`config.mk`:
```
export PLATFORM = sky130hd
export DESIGN_NAME = axi_round_clip_multi
export DESIGN_NICKNAME = d
export VERILOG_FILES = /design/src/rtl/axi_round_clip_multi.sv
export SDC_FILE = /design/constraint.sdc
export NUM_CORES = 1
export LEC_CHECK = 0
export BUFFER_PORTS_ARGS = -buffer_cell sky130_fd_sc_hd__buf_2
export CORE_ASPECT_RATIO = 0.8
export CORE_MARGIN = 2
export CORE_UTILIZATION = 30
export CTS_BUF_LIST = sky130_fd_sc_hd__clkbuf_16
export CTS_CLUSTER_SIZE = 8
export DETAILED_ROUTE_END_ITERATION = 10
export PLACE_DENSITY = 0.52
export SYNTH_ARGS = -nofsm -noshare
export SYNTH_HDL_FRONTEND = slang
export SYNTH_SLANG_ARGS = --single-unit
```
`constraint.sdc`:
```
create_clock -name clk -period 3.1 [get_ports clk]
set_input_delay 0.31 -clock clk [delete_from_list [all_inputs] [get_ports clk]]
set_output_delay 0.31 -clock clk [all_outputs]
set_load 0.005 [all_outputs]
```
`src/rtl/axi_round_clip_multi.sv`:
```
// axi_round_clip_multi
// Narrows NUM_CH packed signed samples from WIDTH_IN to WIDTH_OUT bits on an
// AXI-Stream path. The block has two register stages:
//   stage 1 drops DROP_LSB bits using the rounding mode sampled with the beat
//   stage 2 clips to the signed output range and flags the beat if any
//           channel saturated
// sat_count counts delivered beats that had o_tsat set and holds at all-ones.
//
// Ports
//   clk, reset       clock, asynchronous active-high reset
//   clear            synchronous flush of both stages and sat_count
//   round_mode       0 floor, 1 round half up, 2 round half to even, 3 as 0
//   i_t*             input stream (channel 0 in the LSBs of i_tdata)
//   o_t*             output stream; o_tsat is a per-beat saturation flag
//   sat_count        saturating count of delivered saturated beats
module axi_round_clip_multi #(
    parameter int NUM_CH    = 2,
    parameter int WIDTH_IN  = 24,
    parameter int WIDTH_OUT = 16,
    parameter int DROP_LSB  = 4,
    parameter int CNT_WIDTH = 16
) (
    input  logic                          clk,
    input  logic                          reset,
    input  logic                          clear,
    input  logic [1:0]                    round_mode,
    input  logic [NUM_CH*WIDTH_IN-1:0]    i_tdata,
    input  logic                          i_tlast,
    input  logic                          i_tvalid,
    output logic                          i_tready,
    output logic [NUM_CH*WIDTH_OUT-1:0]   o_tdata,
    output logic                          o_tlast,
    output logic                          o_tsat,
    output logic                          o_tvalid,
    input  logic                          o_tready,
    output logic [CNT_WIDTH-1:0]          sat_count
);

    localparam int WX = WIDTH_IN + 1;            // sign-extended input width
    localparam int WR = WIDTH_IN - DROP_LSB + 1; // rounded width, cannot wrap

    logic                     rdy_en;
    logic                     s1_valid;
    logic                     s2_valid;
    logic                     s1_last;
    logic [NUM_CH*WR-1:0]     s1_r;
    logic [NUM_CH*WR-1:0]     r_in;
    logic [NUM_CH*WIDTH_OUT-1:0] clip_out;
    logic [NUM_CH-1:0]        clip_flag;
    logic                     s2_adv;
    logic                     s1_adv;
    logic                     accept;

    assign s2_adv   = ~s2_valid | o_tready;
    assign s1_adv   = ~s1_valid | s2_adv;
    // rdy_en keeps the input closed until the first edge after reset.
    assign i_tready = rdy_en & s1_adv;
    assign accept   = i_tvalid & i_tready & ~clear;
    assign o_tvalid = s2_valid;

    for (genvar ch = 0; ch < NUM_CH; ch++) begin : gen_ch
        logic [WX-1:0] x;
        logic [WR-1:0] r;
        logic          fits;

        assign x = {i_tdata[ch*WIDTH_IN+WIDTH_IN-1], i_tdata[ch*WIDTH_IN +: WIDTH_IN]};

        if (DROP_LSB == 0) begin : g_pass
            assign r_in[ch*WR +: WR] = x;
        end else begin : g_round
            logic tie;
            logic up;

            // (x + half) >>> D equals floor(x) plus the top dropped bit.
            // A tie is dropped bits == 100..0; shifting left by one discards
            // the top dropped bit so the rest can be tested for zero.
            assign tie = x[DROP_LSB-1] & ~|(x[DROP_LSB-1:0] << 1);

            always_comb begin
                up = 1'b0;
                case (round_mode)
                    2'd1:    up = x[DROP_LSB-1];
                    2'd2:    up = x[DROP_LSB-1] & ~(tie & ~x[DROP_LSB]);
                    default: up = 1'b0;
                endcase
            end

            assign r_in[ch*WR +: WR] = x[WX-1:DROP_LSB] + {{(WR-1){1'b0}}, up};
        end

        // The value fits when every bit from the output sign bit upward
        // matches the sign.
        assign r    = s1_r[ch*WR +: WR];
        assign fits = (&r[WR-1:WIDTH_OUT-1]) | ~(|r[WR-1:WIDTH_OUT-1]);
        assign clip_flag[ch] = ~fits;
        assign clip_out[ch*WIDTH_OUT +: WIDTH_OUT] =
            fits ? r[WIDTH_OUT-1:0] : {r[WR-1], {(WIDTH_OUT-1){~r[WR-1]}}};
    end

    always_ff @(posedge clk or posedge reset) begin
        if (reset) begin
            rdy_en <= 1'b0;
        end else begin
            rdy_en <= 1'b1;
        end
    end

    always_ff @(posedge clk or posedge reset) begin
        if (reset) begin
            s1_valid <= 1'b0;
            s1_last  <= 1'b0;
            s1_r     <= '0;
        end else if (clear) begin
            s1_valid <= 1'b0;
        end else if (s1_adv) begin
            s1_valid <= accept;
            if (accept) begin
                s1_r    <= r_in;
                s1_last <= i_tlast;
            end
        end
    end

    // Output registers only load with a real beat, so they hold steady while
    // the consumer stalls.
    always_ff @(posedge clk or posedge reset) begin
        if (reset) begin
            s2_valid <= 1'b0;
            o_tdata  <= '0;
            o_tlast  <= 1'b0;
            o_tsat   <= 1'b0;
        end else if (clear) begin
            s2_valid <= 1'b0;
        end else if (s2_adv) begin
            s2_valid <= s1_valid;
            if (s1_valid) begin
                o_tdata <= clip_out;
                o_tlast <= s1_last;
                o_tsat  <= |clip_flag;
            end
        end
    end

    always_ff @(posedge clk or posedge reset) begin
        if (reset) begin
            sat_count <= '0;
        end else if (clear) begin
            sat_count <= '0;
        end else if (s2_valid & o_tready & o_tsat & ~(&sat_count)) begin
            sat_count <= sat_count + CNT_WIDTH'(1);
        end
    end

endmodule

```
Word-level counts from Yosys, hierarchy flattened
Index checks and enable logic that the tools add are counted.
- output and inout bits: 52
- input port bits: 56
- register bits: 96
- word-level logic and storage cells: 69
- reduce and logical (&&, ||, !) cells: 15
- add/subtract/negate cells: 3
- mux-type cells: 10
- equality and inequality tests: 2
- bitwise operators: 30
- operators with widths (operator ; number):
    $mux 16 ; 4
    $add 20x2->21 ; 2
    $add 16x1->16 const B ; 1
    $reduce_and 16->1 ; 1
    $not 1->1 ; 14
    $and 1x1->1 ; 12
    $reduce_and 6->1 ; 2
    $reduce_or 6->1 ; 2
    $reduce_and 3->1 ; 2
    $reduce_bool 2->1 ; 3
    $reduce_or 3->1 ; 2
    $mux 1 ; 4
    $or 1x1->1 ; 4
    $pmux 1 s2 ; 2
    $eq 2x1->1 const B ; 1
    $eq 2x2->1 const B ; 1
    $logic_not 1->1 ; 2
    $reduce_or 2->1 ; 1

Logic depth before layout (Yosys ltp)
Gate-level depths: netlist of the first run.
- depth in word-level cells: 8
- mapped depth: 11
- mapped depth without buffers: 10

Least setup slack after synthesis of the first run
OpenSTA, ideal clock, no wires.
- path kind: input port to flip-flop
- start: input round_mode[0]
- end: register s1_r[35]
- slack: 0.587 ns
- setup time: 0.082 ns
- cell stages on the path: 10
- arrival: 2.431 ns
- path buffers: 1
- required time: 3.018 ns
- cell sequence: inv_1 > ha_1 > nor3b_1 > ha_1 > ha_1 > nand2_1 > or4_1 > buf_2 > or3_1 > a31oi_1
- cells in the longest elaborated chain, start to end: 3
- RTL lines (item ; line ; RTL):
    start, declared ; 26 ; input logic [1:0] round_mode,
    $eq 2x2->1 or $eq 2x1->1 (tied branches) ; 81 ; case (round_mode)
    $pmux 1 s2 * ; 81 ;
    $add 20x2->21 * ; 88 ; assign r_in[ch*WR +: WR] = x[WX-1:DROP_LSB] + {{(WR-1){1'b0}}, up};
    end signal, assigned ; 118 ; s1_r <= r_in;
    end, declared ; 46 ; logic [NUM_CH*WR-1:0] s1_r;
Mark *: on every way between the ends. The rest lies on a longest branch, timed or not.
A chain may end at the register's enable or synchronous reset.

Final worst setup path of the first run
- start: input round_mode[0]
- end: register s1_r[39]
Same word-level chain as after synthesis.

==> results of run 1 <==
[synthesized netlist by cell type (2+ instances only)]
| cell type | number |
|---|---|
| dfrtp_1 | 96 |
| nand2_1 | 91 |
| o21ai_0 | 73 |
| nor2_1 | 37 |
| clkbuf_1 | 25 |
| nand3_1 | 22 |
| o31ai_1 | 20 |
| or3_1 | 17 |
| a21oi_1 | 16 |
| nand4_1 | 14 |
| xnor2_1 | 14 |
| or4_1 | 13 |
| a31oi_1 | 12 |
| inv_1 | 11 |
| and3_1 | 9 |
| xor2_1 | 8 |
| ha_1 | 7 |
| nor3_1 | 7 |
| and4_1 | 5 |
| buf_2 | 4 |
| mux2_2 | 4 |
| or2_2 | 3 |
| nor2b_1 | 2 |
| nor3b_1 | 2 |
| o211ai_1 | 2 |
| o311ai_0 | 2 |
| o41ai_1 | 2 |
[final cells by class]
cell class | count | share of cell area (%)
Multi-Input combinational cell | 401 | 39.0
Clock buffer | 9 | 3.78
Timing Repair Buffer | 113 | 9.95
Clock inverter | 7 | 1.70
Tap cell | 215 | 4.51
Sequential cell | 96 | 40.3
Inverter | 11 | 0.735
Antenna cell | 1 | 0.0420
[worst max path at each step]
stage	end	cells after the start
final	s1_r[39]$_DFFE_PP0P_	10
after global routing	s1_r[37]$_DFFE_PP0P_	10
after CTS	s1_r[39]$_DFFE_PP0P_	10
after detailed placement	s1_r[39]$_DFFE_PP0P_	10
after global placement	s1_r[35]$_DFFE_PP0P_	10
after floorplan	o_tdata[0]$_DFFE_PP0P_	1
[critical path, cell delays in order]
cell and delay (ns):
buf_2 0.09, inv_1 0.04, ha_1 0.30, nor3b_1 0.21, ha_1 0.25, ha_1 0.23, nand2_1 0.12, or4_1 0.67
or3_1 0.39, a31oi_1 0.17
[power by group through the flow]
stage / Combinational (uW) / Clock [uW] / Sequential [uW]
after floorplan: 292 / 0 / 1610
after global routing: 644 / 1310 / 1630
after CTS: 574 / 1270 / 1600
after detailed placement: 573 / 0 / 1630
after global placement: 561 / 0 / 1610
final: 560 / 1230 / 1600
[per-stage QoR]
stage	total power (uW)	util, %
6_report	3390	37.7
5_1_grt	3580	37.7
4_1_cts	3440	37.7
3_5_place_dp	2200	35.6
3_3_place_gp	2170	35.6
2_1_floorplan	1900	-
[flip-flops by register name, indices dropped and copies added, names as in the netlist]
name and count:
o_tdata 32, o_tlast 1, o_tsat 1, o_tvalid 1, rdy_en 1, s1_last 1
s1_r 42, s1_valid 1, sat_count 16
[cells by family (layout without fill, tap and decap cells)]
family,count (synthesis),count (layout)
compound gates,134,134
xor+xnor,22,22
fa+ha+maj,7,7
buf+inv,40,140
flops,96,96
mux,5,5
other cells,1,2
simple gates,232,232
[metal layers]
metal  part of all wire (%)  track usage (%)  up-vias
li1                       -                -     2112
met1                     49             21.4     1971
met2                     43             21.7       90
met3                    6.8             4.77       17
met4                    1.3             4.55        4
met5                   0.19                0        -
[cell usage in the layout, fill, tap and decap left out, types with 8 or more instances in the layout]
| master | count |
|---|---|
| inv_1 | 10 |
| or3_1 | 17 |
| nor2_1 | 37 |
| a21oi_1 | 16 |
| dfrtp_1 | 96 |
| nand3_1 | 21 |
| a31oi_1 | 12 |
| buf_2 | 107 |
| clkbuf_16 | 9 |
| o31ai_1 | 20 |
| and3_1 | 9 |
| or4_1 | 13 |
| nand2_1 | 91 |
| xor2_1 | 8 |
| nand4_1 | 14 |
| xnor2_1 | 14 |
| o21ai_0 | 73 |
==> results by group, run 1 <==
Logic synthesis
  • Cell accounting for the most synthesized area: dfrtp_1
  • Post-Synth XOR/XNOR Area: 3.98%
  • Post-Synth Adder-Cell Area: 1.81%
  • Post-Synth Simple-Gate Area: 23.8%
  • Yosys reg bits: 96
  • Cells after Synth: 537
  • Async SR Flop Fraction: 100%
  • Synth top area cells: dfrtp_1 (50%), o21ai_0 (7.5%), nand2_1 (7.1%)
  • Post-synthesis mux area share: 1.16%
  • Largest family of logic cells by synthesized area: simple AND/OR/NAND/NOR gates
  • Number of flops mapped to enable cells by yosys: 0
  • Primary FF master, synth: dfrtp_1
  • Synth top area share: 49.6%
  • Post-synthesis cell type count: 46
  • Synth warn: 0
  • Compound-Gate Fraction of Synth Area: 16.3%
  • Synth Area per Inst: 9.01 um2
  • Syn nets: 600
  • Post-Syn Area: 4840 um2
  • Post-synthesis sequential area ratio: 49.6%

Place
  • Port buffer count: 107
  • GPL Wtd Cong: 0.804
  • Pre-CTS setup slack: 0.200 ns
  • Dpl hpwl: 9.08 mm
  • Placed insts: 836
  • Post-Place Cell Area: 5630 um2

Power and ir drop
  • Comb pwr share: 16.5%
  • Flop pwr share: 47.1%
  • Total internal power: 2430 uW
  • Clock power frac: 36.4%
  • Leakage: 0.00266 uW
  • Net Sw Frac: 28.2%
  • VDD IR-drop max: 0.000222 V
  • Switching power total: 954 uW
  • Power Density: 569 nW/um2

Clocking
  • Num Clock Sinks: 96
  • H-Tree Depth: 3
  • Post-CTS setup buffer count: 0
  • Worst-path clk slew: 0.07 ns
  • TritonCTS Buffers: 9
  • Post-CTS Resized: 0
  • CTS Buffer Depth: 2
  • Post-CTS Hold Fix Bufs: 0
  • CTS tree: built
  • Clock root cell: clkbuf_16
  • Clk Latency, worst-skew pair: 0.35 ns

Critical path
  • FF-to-FF Start: sat_count[0]$_DFFE_PP0P_
  • CP arrival: 2.78 ns
  • FF-to-FF setup slack: 0.84 ns
  • Crit path capture type: register
  • Crit Path Max Fanout: 8
  • Worst Reg2Reg Path Length in Cells: 5
  • Critical Path Start: round_mode[0]
  • Crit path kind: in -> reg
  • RR Endpoint: sat_count[12]$_DFFE_PP0P_
  • CP Launch Type: input port
  • Critical Path RT: 3.36 ns

Floorplanning
  • Starting density of the core: 30.6%
  • Die Height: 118 um
  • Core ar.: 15,800 um2
  • DIE AREA: 17,200 um2
  • Die Width: 146 um
  • IO Count: 108
  • Standard-cell rows: 41

Timing
  • Fmax achieved: 0.397 GHz
  • Worst hold slack: 0.0948 ns
  • Slew @ Worst Pin: 0.929 ns
  • Endpoints failing hold: 0
  • Slew headroom: 38.1%
  • Final Worst Setup Slack: 0.581 ns
  • Max Slew Vio Count: 0
  • Final setup vio count: 0
  • Final worst path period share: 81.2%
  • Post-route minimum period: 2.52 ns
  • RSZ-0062 raised after global routing: false
  • TNS Setup: 0 ns
  • Worst Skew: 0.00689 ns

GRT
  • Vias in the first global route: 3,933
  • Largest net degree at the start of global routing: 62
  • Antenna violations before repair: 4
  • First-pass GRT wire length: 20.8 mm
  • GR Util All Layers: 15.0%
  • Overflow after GRT: 0

Hold path
  • Hold Path Class: in -> async

Routing
  • Post-DRT Antenna Nets: 0
  • Vias: 4,194
  • DRT iter0 DRCs: 320
  • Residual DRC: 0
  • Vias per std cell: 4.92
  • WL/cell: 14.7 um
  • 1st-pass router iterations: 4
  • Routed wire length: 12.6 mm

Finish
  • Total area of sequential cells: 2400 um2
  • Area grow syn2layout: 23.1%
  • Share of layout cells above drive strength 1: 22.8%
  • Layout filler cell count: 1,641
  • Multi-input combinational cell area: 2320 um2
  • Non-Filler Instances: 853
  • Final nets: 695
  • Final Cell Area: 5960 um2

Run status
  • Outcome: finished clean

Job
  • Max_cap viols: 0
(Power assumes the default switching activity.)
==> run 2: changes to the inputs <==
clock period = 2.55 ns   (was 3.1 ns; I/O delays follow)
==> results by group, run 2 (same netlist as run 1, synthesis figures left out) <==
GRT
  • Largest net degree at the start of global routing: 64
  • GR Util All Layers: 15.6%
  • Antenna violations before repair: 2
  • Overflow after GRT: 0
  • First-pass GRT wire length: 21.7 mm
  • Vias in the first global route: 4,135

Routing
  • WL/cell: 14.6 um
  • Post-DRT Antenna Nets: 0
  • 1st-pass router iterations: 5
  • Vias: 4,237
  • DRT iter0 DRCs: 201
  • Residual DRC: 0
  • Vias per std cell: 4.86
  • Routed wire length: 12.7 mm

Floorplanning
  • Starting density of the core: 30.6%
  • IO Count: 108
  • Core ar.: 15,800 um2
  • Die Width: 146 um
  • Standard-cell rows: 41
  • DIE AREA: 17,200 um2
  • Die Height: 118 um

Timing
  • Fmax achieved: 0.428 GHz
  • Final worst path period share: 91.7%
  • Worst Skew: 0.00952 ns
  • Slew @ Worst Pin: 0.910 ns
  • Endpoints failing hold: 0
  • Max Slew Vio Count: 0
  • RSZ-0062 raised after global routing: false
  • Slew headroom: 39.3%
  • Final setup vio count: 0
  • Post-route minimum period: 2.34 ns

Finish
  • Area grow syn2layout: 25.8%
  • Final Cell Area: 6090 um2
  • Commonest non-fill, non-tap cell in the layout: buf_2
  • Total area of sequential cells: 2400 um2
  • Final Util: 38.5%
  • Largest register FFs: 42
  • Share of layout cells above drive strength 1: 24.9%
  • Largest regs: s1_r (42), o_tdata (32), sat_count (16)
  • Final nets: 713
  • Most frequent cells in the layout: buf_2 (107), dfrtp_1 (96), nand2_1 (91), o21ai_0 (73), nor2_1 (37)
  • Layout filler cell count: 1,651
  • Multi-input combinational cell area: 2320 um2
  • Biggest register: s1_r

Power and ir drop
  • Power Density: 673 nW/um2
  • Leakage: 0.00274 uW
  • Total internal power: 2900 uW
  • Clock power frac: 35.5%
  • Net Sw Frac: 29.3%
  • VDD IR-drop max: 0.000402 V
  • Comb pwr share: 17.4%
  • Flop pwr share: 47.1%
  • Switching power total: 1200 uW

Clocking
  • Clk Latency, worst-skew pair: 0.35 ns
  • Worst-path clk slew: 0.07 ns
  • Clock root cell: clkbuf_16
  • CTS Buffer Depth: 2
  • CTS tree: built
  • Post-CTS setup buffer count: 0
  • Post-CTS Hold Fix Bufs: 0
  • H-Tree Depth: 3
  • TritonCTS Buffers: 9
  • Post-CTS Resized: 0
  • Num Clock Sinks: 96

Critical path
  • Crit path kind: in -> reg
  • Top delay family on crit path: simple AND/OR/NAND/NOR gates
  • Crit Path Max Fanout: 8
  • Cell chain of the critical path: buf_2 -> inv_1 -> ha_1 -> nor3b_1 -> ha_1 -> ha_1 -> nand2_1 -> or4_1 -> or3_1 -> a31oi_1
  • CP arrival: 2.62 ns
  • Most used cell, CP: ha_1
  • Max incr delay on CP: 0.64 ns
  • Worst path buffer plus inverter count: 2
  • Slowest stage cell on the critical path: or4_1
  • Critical Path RT: 2.83 ns
  • CP Launch Type: input port
  • Crit path capture type: register

Place
  • Dpl hpwl: 9.46 mm
  • GPL Wtd Cong: 0.783
  • Post-Place Cell Area: 5770 um2
  • Port buffer count: 107

Hold path
  • Hold Path Class: in -> async

Job
  • Max_cap viols: 0

Run status
  • Outcome: finished clean
[run 2: per-layer routing]
layer	global-route usage, %	part of all wire, %	wire length (um)
met1	22.3	50	6350
met2	22.4	42	5320
met3	5.85	7.4	946
met4	3.40	0.72	92
met5	0	0.21	27
[run 2: power groups by stage]
stage	registers, uW	logic [uW]	clock network (uW)
finish	1930	713	1450
global route	1970	829	1570
CTS	1930	728	1500
detailed placement	1960	726	0
global placement	1960	707	0
floorplan	1950	356	0
[run 2: through the flow]
stage	setup TNS, ns	instances	worst slack [ns]	total power, uW	hold slack [ns]
3_3_place_gp	-0.454	854	-0.0831	2670	0.403
2_1_floorplan	0	537	0.0925	2310	0.360
4_1_cts	0	870	0.205	4170	0.0165
5_1_grt	0	870	0.0170	4370	0.0385
3_5_place_dp	-1.10	854	-0.159	2690	0.402
6_report	0	871	0.212	4100	0.0113
[run 2: cell type report]
cell class	instances	share of cell area, %
multi-input combinational	401	38.1
antenna	1	0.0411
inverter	11	0.740
clock buffer	9	3.70
clock inverter	7	1.56
timing repair buffer	131	12.0
sequential	96	39.5
tap	215	4.42
[run 2: worst register-to-register path: cells and delay by family, from the launching register on]
kind,cells,cell delay [ns]
mux,1,0.36
fa+ha+maj,1,0.32
flops,1,0.45
compound gates,1,0.37
simple gates,2,0.70
[run 2: path summary, 6_finish.rpt]
| check | startpoint | endpoint | slack (ns) | cells after the start |
|---|---|---|---|---|
| setup / recovery | round_mode[0] | s1_r[35]$_DFFE_PP0P_ | 0.21 | 10 |
| hold / removal | reset | s1_r[9]$_DFFE_PP0P_ | 0.01 | 3 |
| setup reg to reg | sat_count[1]$_DFFE_PP0P_ | sat_count[12]$_DFFE_PP0P_ | 0.24 | 5 |
| hold reg to reg | s1_last$_DFFE_PP0P_ | s1_last$_DFFE_PP0P_ | 0.48 | 2 |
| max in group asynchronous | reset | o_tdata[20]$_DFFE_PP0P_ | 2.20 | 3 |
| min in group clk | i_tlast | s1_last$_DFFE_PP0P_ | 0.10 | 3 |
==> run 3: changes to the inputs <==
CORE_UTILIZATION = 41   (was 30)
PLACE_DENSITY = 0.66   (was 0.52)
==> results by group, run 3 (same netlist as run 1, synthesis figures left out) <==
Place
  • Pre-CTS setup slack: -0.119 ns
  • Port buffer count: 107
  • GPL Wtd Cong: 0.844
  • Dpl hpwl: 9.05 mm

Routing
  • Vias per std cell: 5.43
  • Residual DRC: 0
  • Post-DRT Antenna Nets: 0
  • Routed wire length: 12.2 mm
  • WL/cell: 15.3 um
  • Vias: 4,342
  • 1st-pass router iterations: 5
  • DRT iter0 DRCs: 307

Clocking
  • H-Tree Depth: 3
  • Worst-path clk slew: 0.07 ns
  • Post-CTS Hold Fix Bufs: 0
  • TritonCTS Buffers: 9
  • CTS tree: built
  • CTS Buffer Depth: 2
  • Post-CTS setup buffer count: 0
  • Num Clock Sinks: 96
  • Post-CTS Resized: 0
  • Clock root cell: clkbuf_16
  • Clk Latency, worst-skew pair: 0.34 ns

Floorplanning
  • Core ar.: 11,500 um2
  • Standard-cell rows: 35
  • DIE AREA: 12,700 um2
  • Die Height: 101 um
  • IO Count: 108
  • Starting density of the core: 42.0%
  • Die Width: 125 um

Timing
  • Final Worst Setup Slack: 0.248 ns
  • Slew headroom: 43.7%
  • RSZ-0062 raised after global routing: false
  • Final setup vio count: 0
  • Worst Skew: 0.00895 ns
  • Final worst path period share: 90.3%
  • Post-route minimum period: 2.30 ns
  • Fmax achieved: 0.434 GHz
  • Endpoints failing hold: 0
  • Slew @ Worst Pin: 0.844 ns
  • Max Slew Vio Count: 0

Critical path
  • CP Launch Type: input port
  • Slowest stage cell on the critical path: or4_1
  • Max incr delay on CP: 0.66 ns
  • Crit path kind: in -> reg
  • Most used cell, CP: ha_1
  • Worst path buffer plus inverter count: 3
  • Critical Path RT: 2.81 ns
  • Critical Path Start: round_mode[0]
  • Cell chain of the critical path: buf_2 -> inv_1 -> ha_1 -> nor3b_1 -> ha_1 -> buf_4 -> nand3_2 -> or4_1 -> or3_1 -> a31oi_1
  • Crit Path Max Fanout: 7
  • Top delay family on crit path: simple AND/OR/NAND/NOR gates
  • CP arrival: 2.56 ns
  • Crit path capture type: register
  • FF-to-FF Start: sat_count[0]$_DFFE_PP0P_

Finish
  • Area grow syn2layout: 24.1%
  • Layout filler cell count: 1,077
  • Multi-input combinational cell area: 2320 um2
  • Largest regs: s1_r (42), o_tdata (32), sat_count (16)
  • Antenna diode count: 0
  • Final Util: 52.2%
  • Commonest non-fill, non-tap cell in the layout: buf_2
  • Biggest register: s1_r
  • Total area of sequential cells: 2400 um2
  • Final nets: 711
  • Share of layout cells above drive strength 1: 24.5%
  • Most frequent cells in the layout: buf_2 (107), dfrtp_1 (96), nand2_1 (91), o21ai_0 (73), nor2_1 (37)
  • Largest register FFs: 42

Power and ir drop
  • Power Density: 681 nW/um2
  • PnR Total Power: 4090 uW
  • Leakage: 0.00273 uW
  • VDD IR-drop max: 0.000321 V

GRT
  • Overflow after GRT: 0
  • Antenna violations before repair: 2
  • Largest net degree at the start of global routing: 35
  • GR Util All Layers: 19.9%
  • Vias in the first global route: 3,983
  • First-pass GRT wire length: 20.2 mm

Run status
  • Outcome: finished clean

Job
  • Max_cap viols: 0

Hold path
  • Hold Path Class: in -> async
-- run 3: path summary, 6_finish.rpt --
check	endpoint	slack [ns]	cells past startpoint
min in group clk	s1_last$_DFFE_PP0P_	0.10	3
hold / removal	o_tdata[3]$_DFFE_PP0P_	0.04	2
hold reg to reg	o_tdata[20]$_DFFE_PP0P_	0.47	2
setup / recovery	s1_r[38]$_DFFE_PP0P_	0.25	10
setup reg to reg	sat_count[12]$_DFFE_PP0P_	0.44	5
max in group asynchronous	o_tdata[14]$_DFFE_PP0P_	1.91	3
-- run 3: worst register-to-register path, cell delays in order, from the launching register on --
cell and delay, ns:
dfrtp_1 0.45, ha_1 0.20, nand4_1 0.16, or3_1 0.51
a2111oi_2 0.33, mux2_1 0.35
-- run 3: cell type report --
| class | count | share of cell area, % |
|---|---|---|
| Timing Repair Buffer | 129 | 12.3 |
| Multi-Input combinational cell | 401 | 38.6 |
| Clock buffer | 9 | 3.75 |
| Clock inverter | 6 | 1.54 |
| Tap cell | 148 | 3.08 |
| Sequential cell | 96 | 40.0 |
| Inverter | 11 | 0.750 |
-- run 3: where the power goes --
part	internal [uW]	switching (uW)	leakage (uW)
Clock	861	592	0.000149
Combinational	313	384	0.00138
Sequential	1790	157	0.00120
Total	2960	1130	0.00273
-- run 3: metal layers --
layer | wire [um] | GRT usage (%) | up-vias
li1 | - | - | 2152
met1 | 5920 | 29.0 | 2056
met2 | 5320 | 29.7 | 121
met3 | 857 | 5.44 | 11
met4 | 108 | 5.04 | 2
met5 | 13 | 0 | -
-- run 3: through the flow --
stage | area (um2) | hold WS [ns] | TNS (ns) | std cells
6_report | 6010 | 0.0356 | 0 | 800
5_1_grt | 6010 | 0.100 | 0 | 800
3_3_place_gp | 5690 | 0.410 | -0.239 | 785
4_1_cts | 6010 | 0.0539 | 0 | 800
2_1_floorplan | 4840 | 0.360 | 0 | 537
3_5_place_dp | 5690 | 0.418 | -0.742 | 785
